`config.mk`:
```
export PLATFORM = sky130hd
export DESIGN_NAME = pixel_tick_gen_flat
export DESIGN_NICKNAME = d
export VERILOG_FILES = /design/src/rtl/pixel_tick_pkg.sv /design/src/rtl/pixel_tick_if.sv /design/src/rtl/pixel_tick_shadow.sv /design/src/rtl/pixel_tick_gen.sv /design/src/flat_wrapper.sv
export SDC_FILE = /design/constraint.sdc
export NUM_CORES = 1
export LEC_CHECK = 0
export CAP_MARGIN = 15
export CORE_MARGIN = 1.5
export CORE_UTILIZATION = 47
export DETAILED_ROUTE_END_ITERATION = 7
export PLACE_DENSITY = 0.74
export SLEW_MARGIN = 15
export SYNTH_ARGS = -nofsm -noshare
export SYNTH_HDL_FRONTEND = slang
export SYNTH_SLANG_ARGS = --single-unit
```
`constraint.sdc`:
```
create_clock -name clk -period 3.77 [get_ports clk]
set_input_delay 0.377 -clock clk [delete_from_list [all_inputs] [get_ports clk]]
set_output_delay 0.377 -clock clk [all_outputs]
set_load 0.03 [all_outputs]
```
`src/rtl/pixel_tick_pkg.sv`:
```
// Shared types, defaults and divisor clamp for the pixel tick generator.
package pixel_tick_pkg;

   localparam int unsigned CNT_W_DEF   = 8;
   localparam int unsigned DIV_RST_DEF = 4;
   localparam int unsigned CLAMP_W     = 32;

   typedef enum logic {
      IDLE_DIV = 1'b0,
      PEND_DIV = 1'b1
   } div_state_e;

   // A divisor of 0 or 1 both mean "tick every enabled cycle".
   function automatic logic [CLAMP_W-1:0] clamp_div(input logic [CLAMP_W-1:0] i_d);
      return (i_d < CLAMP_W'(2)) ? CLAMP_W'(1) : i_d;
   endfunction

endpackage

```
`src/rtl/pixel_tick_if.sv`:
```
// Control/status bundle between a pixel tick generator and its user.
interface pixel_tick_if
   import pixel_tick_pkg::*;
#(
   parameter int unsigned CNT_W = CNT_W_DEF
);

   logic             en;
   logic             sync;
   logic [CNT_W-1:0] div_in;
   logic             div_load;
   logic             div_ack;
   logic             tick;
   logic             half;
   logic [CNT_W-1:0] phase;
   logic [CNT_W-1:0] div_cur;

   modport master (
      output en, sync, div_in, div_load,
      input  div_ack, tick, half, phase, div_cur
   );

   modport slave (
      input  en, sync, div_in, div_load,
      output div_ack, tick, half, phase, div_cur
   );

endinterface

```
`src/rtl/pixel_tick_shadow.sv`:
```
// Divisor shadow register, pending FSM and apply-acknowledge pulse.
module pixel_tick_shadow
   import pixel_tick_pkg::*;
#(
   parameter int unsigned CNT_W   = CNT_W_DEF,
   parameter int unsigned DIV_RST = DIV_RST_DEF
) (
   input  logic             i_clk,
   input  logic             i_reset,
   input  logic             i_div_load,
   input  logic [CNT_W-1:0] i_div_in,
   input  logic             i_boundary,
   output logic [CNT_W-1:0] o_div_cur,
   output logic             o_div_ack
);

   localparam logic [CNT_W-1:0] DIV_RST_V = CNT_W'(DIV_RST);

   div_state_e       r_state;
   div_state_e       w_state_nxt;
   logic             w_apply;
   logic [CNT_W-1:0] w_div_clamped;
   logic [CNT_W-1:0] r_shadow;
   logic [CNT_W-1:0] r_div_cur;
   logic             r_div_ack;

   assign w_div_clamped = CNT_W'(clamp_div(CLAMP_W'(i_div_in)));

   always_ff @(posedge i_clk) begin
      if (i_reset) begin
         r_state <= IDLE_DIV;
      end else begin
         r_state <= w_state_nxt;
      end
   end

   // A load on the boundary cycle refills the shadow, so pending survives.
   always_comb begin
      w_state_nxt = r_state;
      w_apply     = 1'b0;
      case (r_state)
         IDLE_DIV: begin
            if (i_div_load) begin
               w_state_nxt = PEND_DIV;
            end
         end
         PEND_DIV: begin
            w_apply = i_boundary;
            if (i_boundary && !i_div_load) begin
               w_state_nxt = IDLE_DIV;
            end
         end
         default: begin
            w_state_nxt = IDLE_DIV;
         end
      endcase
   end

   always_ff @(posedge i_clk) begin
      if (i_reset) begin
         r_shadow <= DIV_RST_V;
      end else if (i_div_load) begin
         r_shadow <= w_div_clamped;
      end
   end

   // Apply uses the shadow as it stood before this cycle's load.
   always_ff @(posedge i_clk) begin
      if (i_reset) begin
         r_div_cur <= DIV_RST_V;
         r_div_ack <= 1'b0;
      end else begin
         r_div_ack <= w_apply;
         if (w_apply) begin
            r_div_cur <= r_shadow;
         end
      end
   end

   assign o_div_cur = r_div_cur;
   assign o_div_ack = r_div_ack;

endmodule

```
`src/rtl/pixel_tick_gen.sv`:
```
// Programmable clock-enable generator: phase counter, tick/half decode, shadowed divisor.
module pixel_tick_gen
   import pixel_tick_pkg::*;
#(
   parameter int unsigned CNT_W   = CNT_W_DEF,
   parameter int unsigned DIV_RST = DIV_RST_DEF
) (
   input  logic        clk,
   input  logic        reset,
   pixel_tick_if.slave bus
);

   localparam int unsigned CW1 = CNT_W + 1;

   logic [CNT_W-1:0] r_phase;
   logic [CNT_W-1:0] w_div_cur;
   logic             w_last;
   logic             w_wrap;
   logic             w_boundary;
   logic [CNT_W:0]   w_half_lim;

   assign w_last     = (r_phase == (w_div_cur - CNT_W'(1)));
   assign w_wrap     = bus.en & w_last;
   assign w_boundary = bus.sync | w_wrap;

   // ceil(D/2) computed one bit wider so the maximum divisor cannot overflow.
   assign w_half_lim = ({1'b0, w_div_cur} + CW1'(1)) >> 1;

   always_ff @(posedge clk) begin
      if (reset) begin
         r_phase <= '0;
      end else if (w_boundary) begin
         r_phase <= '0;
      end else if (bus.en) begin
         r_phase <= r_phase + CNT_W'(1);
      end
   end

   pixel_tick_shadow #(
      .CNT_W   (CNT_W),
      .DIV_RST (DIV_RST)
   ) u_shadow (
      .i_clk      (clk),
      .i_reset    (reset),
      .i_div_load (bus.div_load),
      .i_div_in   (bus.div_in),
      .i_boundary (w_boundary),
      .o_div_cur  (w_div_cur),
      .o_div_ack  (bus.div_ack)
   );

   assign bus.tick    = w_wrap & ~reset;
   assign bus.half    = ({1'b0, r_phase} < w_half_lim);
   assign bus.phase   = r_phase;
   assign bus.div_cur = w_div_cur;

endmodule

```
`src/flat_wrapper.sv`:
```
// flat-port wrapper written by rule: the top's interface ports become plain ports
module pixel_tick_gen_flat import pixel_tick_pkg::*;
#(
   parameter int unsigned CNT_W   = CNT_W_DEF,
   parameter int unsigned DIV_RST = DIV_RST_DEF
)
  (clk, reset, bus_en, bus_sync, bus_div_in, bus_div_load, bus_div_ack, bus_tick, bus_half, bus_phase, bus_div_cur);
  pixel_tick_if #(.CNT_W(CNT_W)) bus_i ();
  input  logic clk;
  input  logic reset;
  input wire logic [$bits(bus_i.en)-1:0] bus_en;
  input wire logic [$bits(bus_i.sync)-1:0] bus_sync;
  input wire logic [$bits(bus_i.div_in)-1:0] bus_div_in;
  input wire logic [$bits(bus_i.div_load)-1:0] bus_div_load;
  output wire logic [$bits(bus_i.div_ack)-1:0] bus_div_ack;
  output wire logic [$bits(bus_i.tick)-1:0] bus_tick;
  output wire logic [$bits(bus_i.half)-1:0] bus_half;
  output wire logic [$bits(bus_i.phase)-1:0] bus_phase;
  output wire logic [$bits(bus_i.div_cur)-1:0] bus_div_cur;
  assign bus_i.en = bus_en;
  assign bus_i.sync = bus_sync;
  assign bus_i.div_in = bus_div_in;
  assign bus_i.div_load = bus_div_load;
  assign bus_div_ack = bus_i.div_ack;
  assign bus_tick = bus_i.tick;
  assign bus_half = bus_i.half;
  assign bus_phase = bus_i.phase;
  assign bus_div_cur = bus_i.div_cur;
  pixel_tick_gen #(.CNT_W(CNT_W), .DIV_RST(DIV_RST)) u_core (.clk(clk), .reset(reset), .bus(bus_i));
endmodule
```
* After elaboration in Yosys (flattened, before gate mapping) *
Index checks and enable logic that the tools add are counted.

operators by class
  $lt $le $gt $ge = 2
  mux-type cells = 5
  equal/unequal tests = 1
  reductions and logical operators = 3
  add/sub/neg operators = 3
  bitwise operators = 5

operator list
  cell                   number
  $add A8 B1 Y9 const B  1
  $add A8 B1 Y8 const B  1
  $eq A8 B8 Y1           1
  $lt A8 B2 Y1 const B   1
  $lt A8 B8 Y1           1
  $mux W8                1
  $sub A8 B1 Y8 const B  1
  $mux W1                3
  $and A1 B1 Y1          2
  $not A1 Y1             2
  $pmux W1 S2            1
  $reduce_or A2 Y1       1
  $logic_and A1 B1 Y1    1
  $logic_not A1 Y1       1
  $or A1 B1 Y1           1

storage, ports and cells
  logic and storage cells = 24
  bits in registers = 26
  input port bits = 13

* Longest topological paths before layout *
  depth after elaboration = 7
  gate-level depth with buffers = 10
  depth with buffers taken out = 8

* Hierarchy *
A second synthesis with hierarchy kept.

unflattened totals
  cells, all modules = 180
  area total of the unflattened synthesis = 1550.2 um^2

by module, submodules not included
  module             sequential area each (um^2)  area each (um^2)  instances  cells each
  pixel_tick_gen     160.2                        902.1             1          109
  pixel_tick_shadow  360.3                        648.1             1          71

* Worst setup path after synthesis *
Ideal clock, no wire load.

  kind = reg2out
  from = register u_core.u_shadow.r_div_cur[1], in the netlist u_core.u_shadow.o_div_cur[1]
  to = output bus_half
  arrival = 2.367 ns
  cell stages (with the launch flop) = 9
  slack = 1.026 ns
  cells stage by stage = dfxtp_1 -> ha_1 -> xnor2_1 -> ha_1 -> a21o_1 -> a21o_1 -> a211oi_1 -> o21bai_1 -> a31oi_1

between the ends
  longest elaborated chain between the ends = 2

RTL lines
  what                    RTL line                 text
  from (decl)             pixel_tick_shadow.sv:24  logic [CNT_W-1:0] r_div_cur;
  from (signal assigned)  pixel_tick_shadow.sv:75  r_div_cur <= r_shadow;
  $add A8 B1 Y9           pixel_tick_gen.sv:27     assign w_half_lim = ({1'b0, w_div_cur} + CW1'(1)) >> 1;
  $lt A8 B8 Y1            pixel_tick_gen.sv:53     assign bus.half = ({1'b0, r_phase} < w_half_lim);
  to (decl)               flat_wrapper.sv:17       output wire logic [$bits(bus_i.half)-1:0] bus_half;

No other way between the ends.

* Worst setup path in the final report *
  from = register u_core.u_shadow.r_div_cur[1], in the netlist u_core.u_shadow.o_div_cur[1]
  to = output bus_tick

between the ends
  longest elaborated chain between the ends = 4

RTL lines
  what           RTL line              text
  $sub A8 B1 Y8  pixel_tick_gen.sv:22  assign w_last = (r_phase == (w_div_cur - CNT_W'(1)));
  $eq A8 B8 Y1   pixel_tick_gen.sv:22
  $and A1 B1 Y1  pixel_tick_gen.sv:23  assign w_wrap = bus.en & w_last;
  $and A1 B1 Y1  pixel_tick_gen.sv:52  assign bus.tick = w_wrap & ~reset;
  to (decl)      flat_wrapper.sv:16    output wire logic [$bits(bus_i.tick)-1:0] bus_tick;

No other way between the ends.

==> results.sh <==
export IMPL_maxSlewHeadroom=0.593
export IMPL_numCtsBuffers=3
export IMPL_crit_arrival_ns=3.18
export IMPL_status="complete, no violations"
export IMPL_drc_errors=0
export IMPL_power_uw=562
export IMPL_rows=21
export IMPL_vias=1315
export IMPL_clock_skew_final_ns=0.00424
export IMPL_path_clk_slew_ns=0.15
export IMPL_nets=230
export IMPL_viasPerCell=5.22
export IMPL_cp_max_fo=8
export IMPL_cts_tree="built"
export IMPL_post_drt_wl_per_cell_um=12.9
export IMPL_drt_wl_total_um=3250
export IMPL_holdCritPathClass="flop to flop"
export IMPL_powerDensity_mw_per_mm2=285
export IMPL_final_cells=252
export IMPL_cp_required_ns=3.39
export IMPL_syn2layout_area_growth_pct=22.2
export IMPL_start_kind="flop"
export IMPL_avgSynthCellArea_um2=8.88
export IMPL_whs_ns=0.473
export IMPL_synth_edf_count=0
export IMPL_mostFrequentLayoutCell="clkdlybuf4s50_1"
export IMPL_path_class="flop to output port"
export IMPL_hpwlAfterDp_um=2520
export IMPL_synthCells=182
export IMPL_io_buffers=31
export IMPL_synth_cell_types=40
export IMPL_yosysSeqAreaShare=0.322
export IMPL_maxCapViolCount=0
export IMPL_ys_seq_elements=26
export IMPL_grt_first_pass_wirelength_um=5250
export IMPL_num_antenna_cells=0
export IMPL_cts_path_max_buffers=2
export IMPL_worstMarginPinSlew_ns=0.610
export IMPL_min_period_ns=3.56
export IMPL_rsz0062_at_grt="false"
export IMPL_placed_area_mm2=0.00191
export IMPL_fin_crit_sh=0.944
export IMPL_layout_common_cells="clkdlybuf4s50_1 (31), dfxtp_1 (25), nor2_1 (21)"
export IMPL_yosys_top_cells_area="dfxtp_1 (32%), mux2i_1 (8.7%), ha_1 (7.7%)"
export IMPL_postRouteAntennaNets=0
export IMPL_synth_ff_type="dfxtp_1"
export IMPL_crit_path_end_kind="output port"
export IMPL_tns_ns=0
export IMPL_ff2ff_setup_slack_ns=1.05
export IMPL_drtPass1Iterations=4
export IMPL_gp_congestion=0.948
export IMPL_async_reset_ff_frac=0
export IMPL_synth_top_area_frac=0.322
export IMPL_ctsHtreeMaxLevel=1
export IMPL_first_iter_violations=36
export IMPL_fillers=318
export IMPL_die_x_um=61.6
export IMPL_drive_gt1_frac=0.0583
export IMPL_fmax_mhz=281
export IMPL_syn_num_nets=205
export IMPL_irDropWorstVdd_mv=0.169
export IMPL_grt_max_degree=17
export IMPL_die_y_um=61.6
export IMPL_grt_util_all_layers=0.186
export IMPL_final_area_mm2=0.00197
export IMPL_grt_pass1_vias=1200
export IMPL_hold_viol_final=0
export IMPL_yosysTopAreaCell="dfxtp_1"
export IMPL_placedCellCount=248
export IMPL_io_pins=32
export IMPL_cts_hold_buffers_added=0
export IMPL_grt_ovfl_total=0
export IMPL_start_util=0.488
export IMPL_cts_sinks=26
export IMPL_yosys_warnings=0
export IMPL_die_area_mm2=0.00380
export IMPL_synthesis_area_mm2=0.00162
export IMPL_cts_root_buf="clkbuf_4"
export IMPL_grt_antenna_before_repair=0
export IMPL_worstSkewPairLatency_ns=0.33
export IMPL_finalSetupViolations=0
export IMPL_placeableCoreArea_mm2=0.00331
export IMPL_maxSlewViolCount=0
export IMPL_leakagePower_uw=0.000768
[metrics by stage]
stage	utilization	worst slack (ns)
final	0.596	0.211
after floorplan	-	1.03
after detailed placement	0.578	0.500
after CTS	0.594	0.0751
after global routing	0.596	0.00557
after global placement	0.578	0.528
[state kept, by name, indices dropped and copies added, names as in the netlist]
register                   flops
u_core.bus.phase               8
u_core.u_shadow.r_state        1
u_core.u_shadow.o_div_cur      8
u_core.u_shadow.o_div_ack      1
u_core.u_shadow.r_shadow       8
[Yosys cell counts (2+ instances only)]
cell and n:
a21o_1 3, inv_1 5, dfxtp_1 26, ha_1 10, o21ai_0 3, buf_6 4, o31ai_1 2, xnor2_1 10
nand3_1 6, and3_1 2, nor2_1 21, a211oi_1 3, nand2b_1 3, a31oi_1 2, nor3_1 3, and2_1 3
o21bai_1 2, nor2b_1 2, clkbuf_1 5, a21oi_1 2, o2111ai_1 2, nand2_1 18, buf_2 2, or3_1 2
xor2_1 11, nand4_1 3, mux2i_1 14
[layout make-up]
type	count	area, um2	area share
Sequential cell	26	522	0.264
Timing Repair Buffer	32	318	0.161
Clock inverter	1	30.0	0.0152
Clock buffer	3	22.5	0.0114
Inverter	5	18.8	0.00951
Multi-Input combinational cell	139	1000	0.509
Tap cell	46	57.6	0.0292
[final timing paths]
check | to | startpoint | depth (start not counted)
max | bus_tick | u_core.u_shadow.o_div_cur[1]$_SDFFE_PP0P_ | 8
max reg2reg | u_core.u_shadow.o_div_cur[6]$_SDFFE_PP0P_ | u_core.u_shadow.o_div_cur[1]$_SDFFE_PP0P_ | 8
min | u_core.u_shadow.o_div_cur[3]$_SDFFE_PP0P_ | u_core.u_shadow.r_shadow[3]$_SDFFE_PP0P_ | 2
min reg2reg | u_core.u_shadow.o_div_cur[3]$_SDFFE_PP0P_ | u_core.u_shadow.r_shadow[3]$_SDFFE_PP0P_ | 2
[per-layer routing]
metal / GRT usage / wire length (um) / vias to the layer above
met3: 0.0189 / 79 / 4
met5: 0 / 0 / -
met4: 0.0729 / 34 / 0
met1: 0.222 / 1480 / 609
met2: 0.337 / 1660 / 25
li1: - / - / 677
[timing repair]
item	CTS	global route
endpoints found under the setup margin	0	1
setup buffers	0	0
resized for setup	0	3
[report_power, final]
group,switching [uW],leakage (uW),internal [uW],total (uW)
Sequential,10.8,0.000212,284,295
Combinational,35.4,0.000528,37.4,72.9
Clock,86.9,0.0000279,108,195
Total,133,0.000768,429,562
[cells by family after synthesis]
logic type | Yosys count | share of synthesized area
XOR/XNOR | 21 | 0.114
flip-flops | 26 | 0.322
buffers and inverters | 17 | 0.0596
adder cells (fa/ha/maj) | 10 | 0.0775
AO/OA/AOI/OAI | 25 | 0.119
AND/OR/NAND/NOR | 69 | 0.222
multiplexers | 14 | 0.0868
[worst max-delay path, cell delays in order (launching register included)]
cell,delay [ns]
dfxtp_1,0.49
inv_1,0.12
ha_1,0.29
nor2b_1,0.16
or3_1,0.36
a31o_1,0.22
a211oi_2,0.35
and2_1,0.19
clkdlybuf4s50_1,0.67
Power figures use the tool's default switching activity.
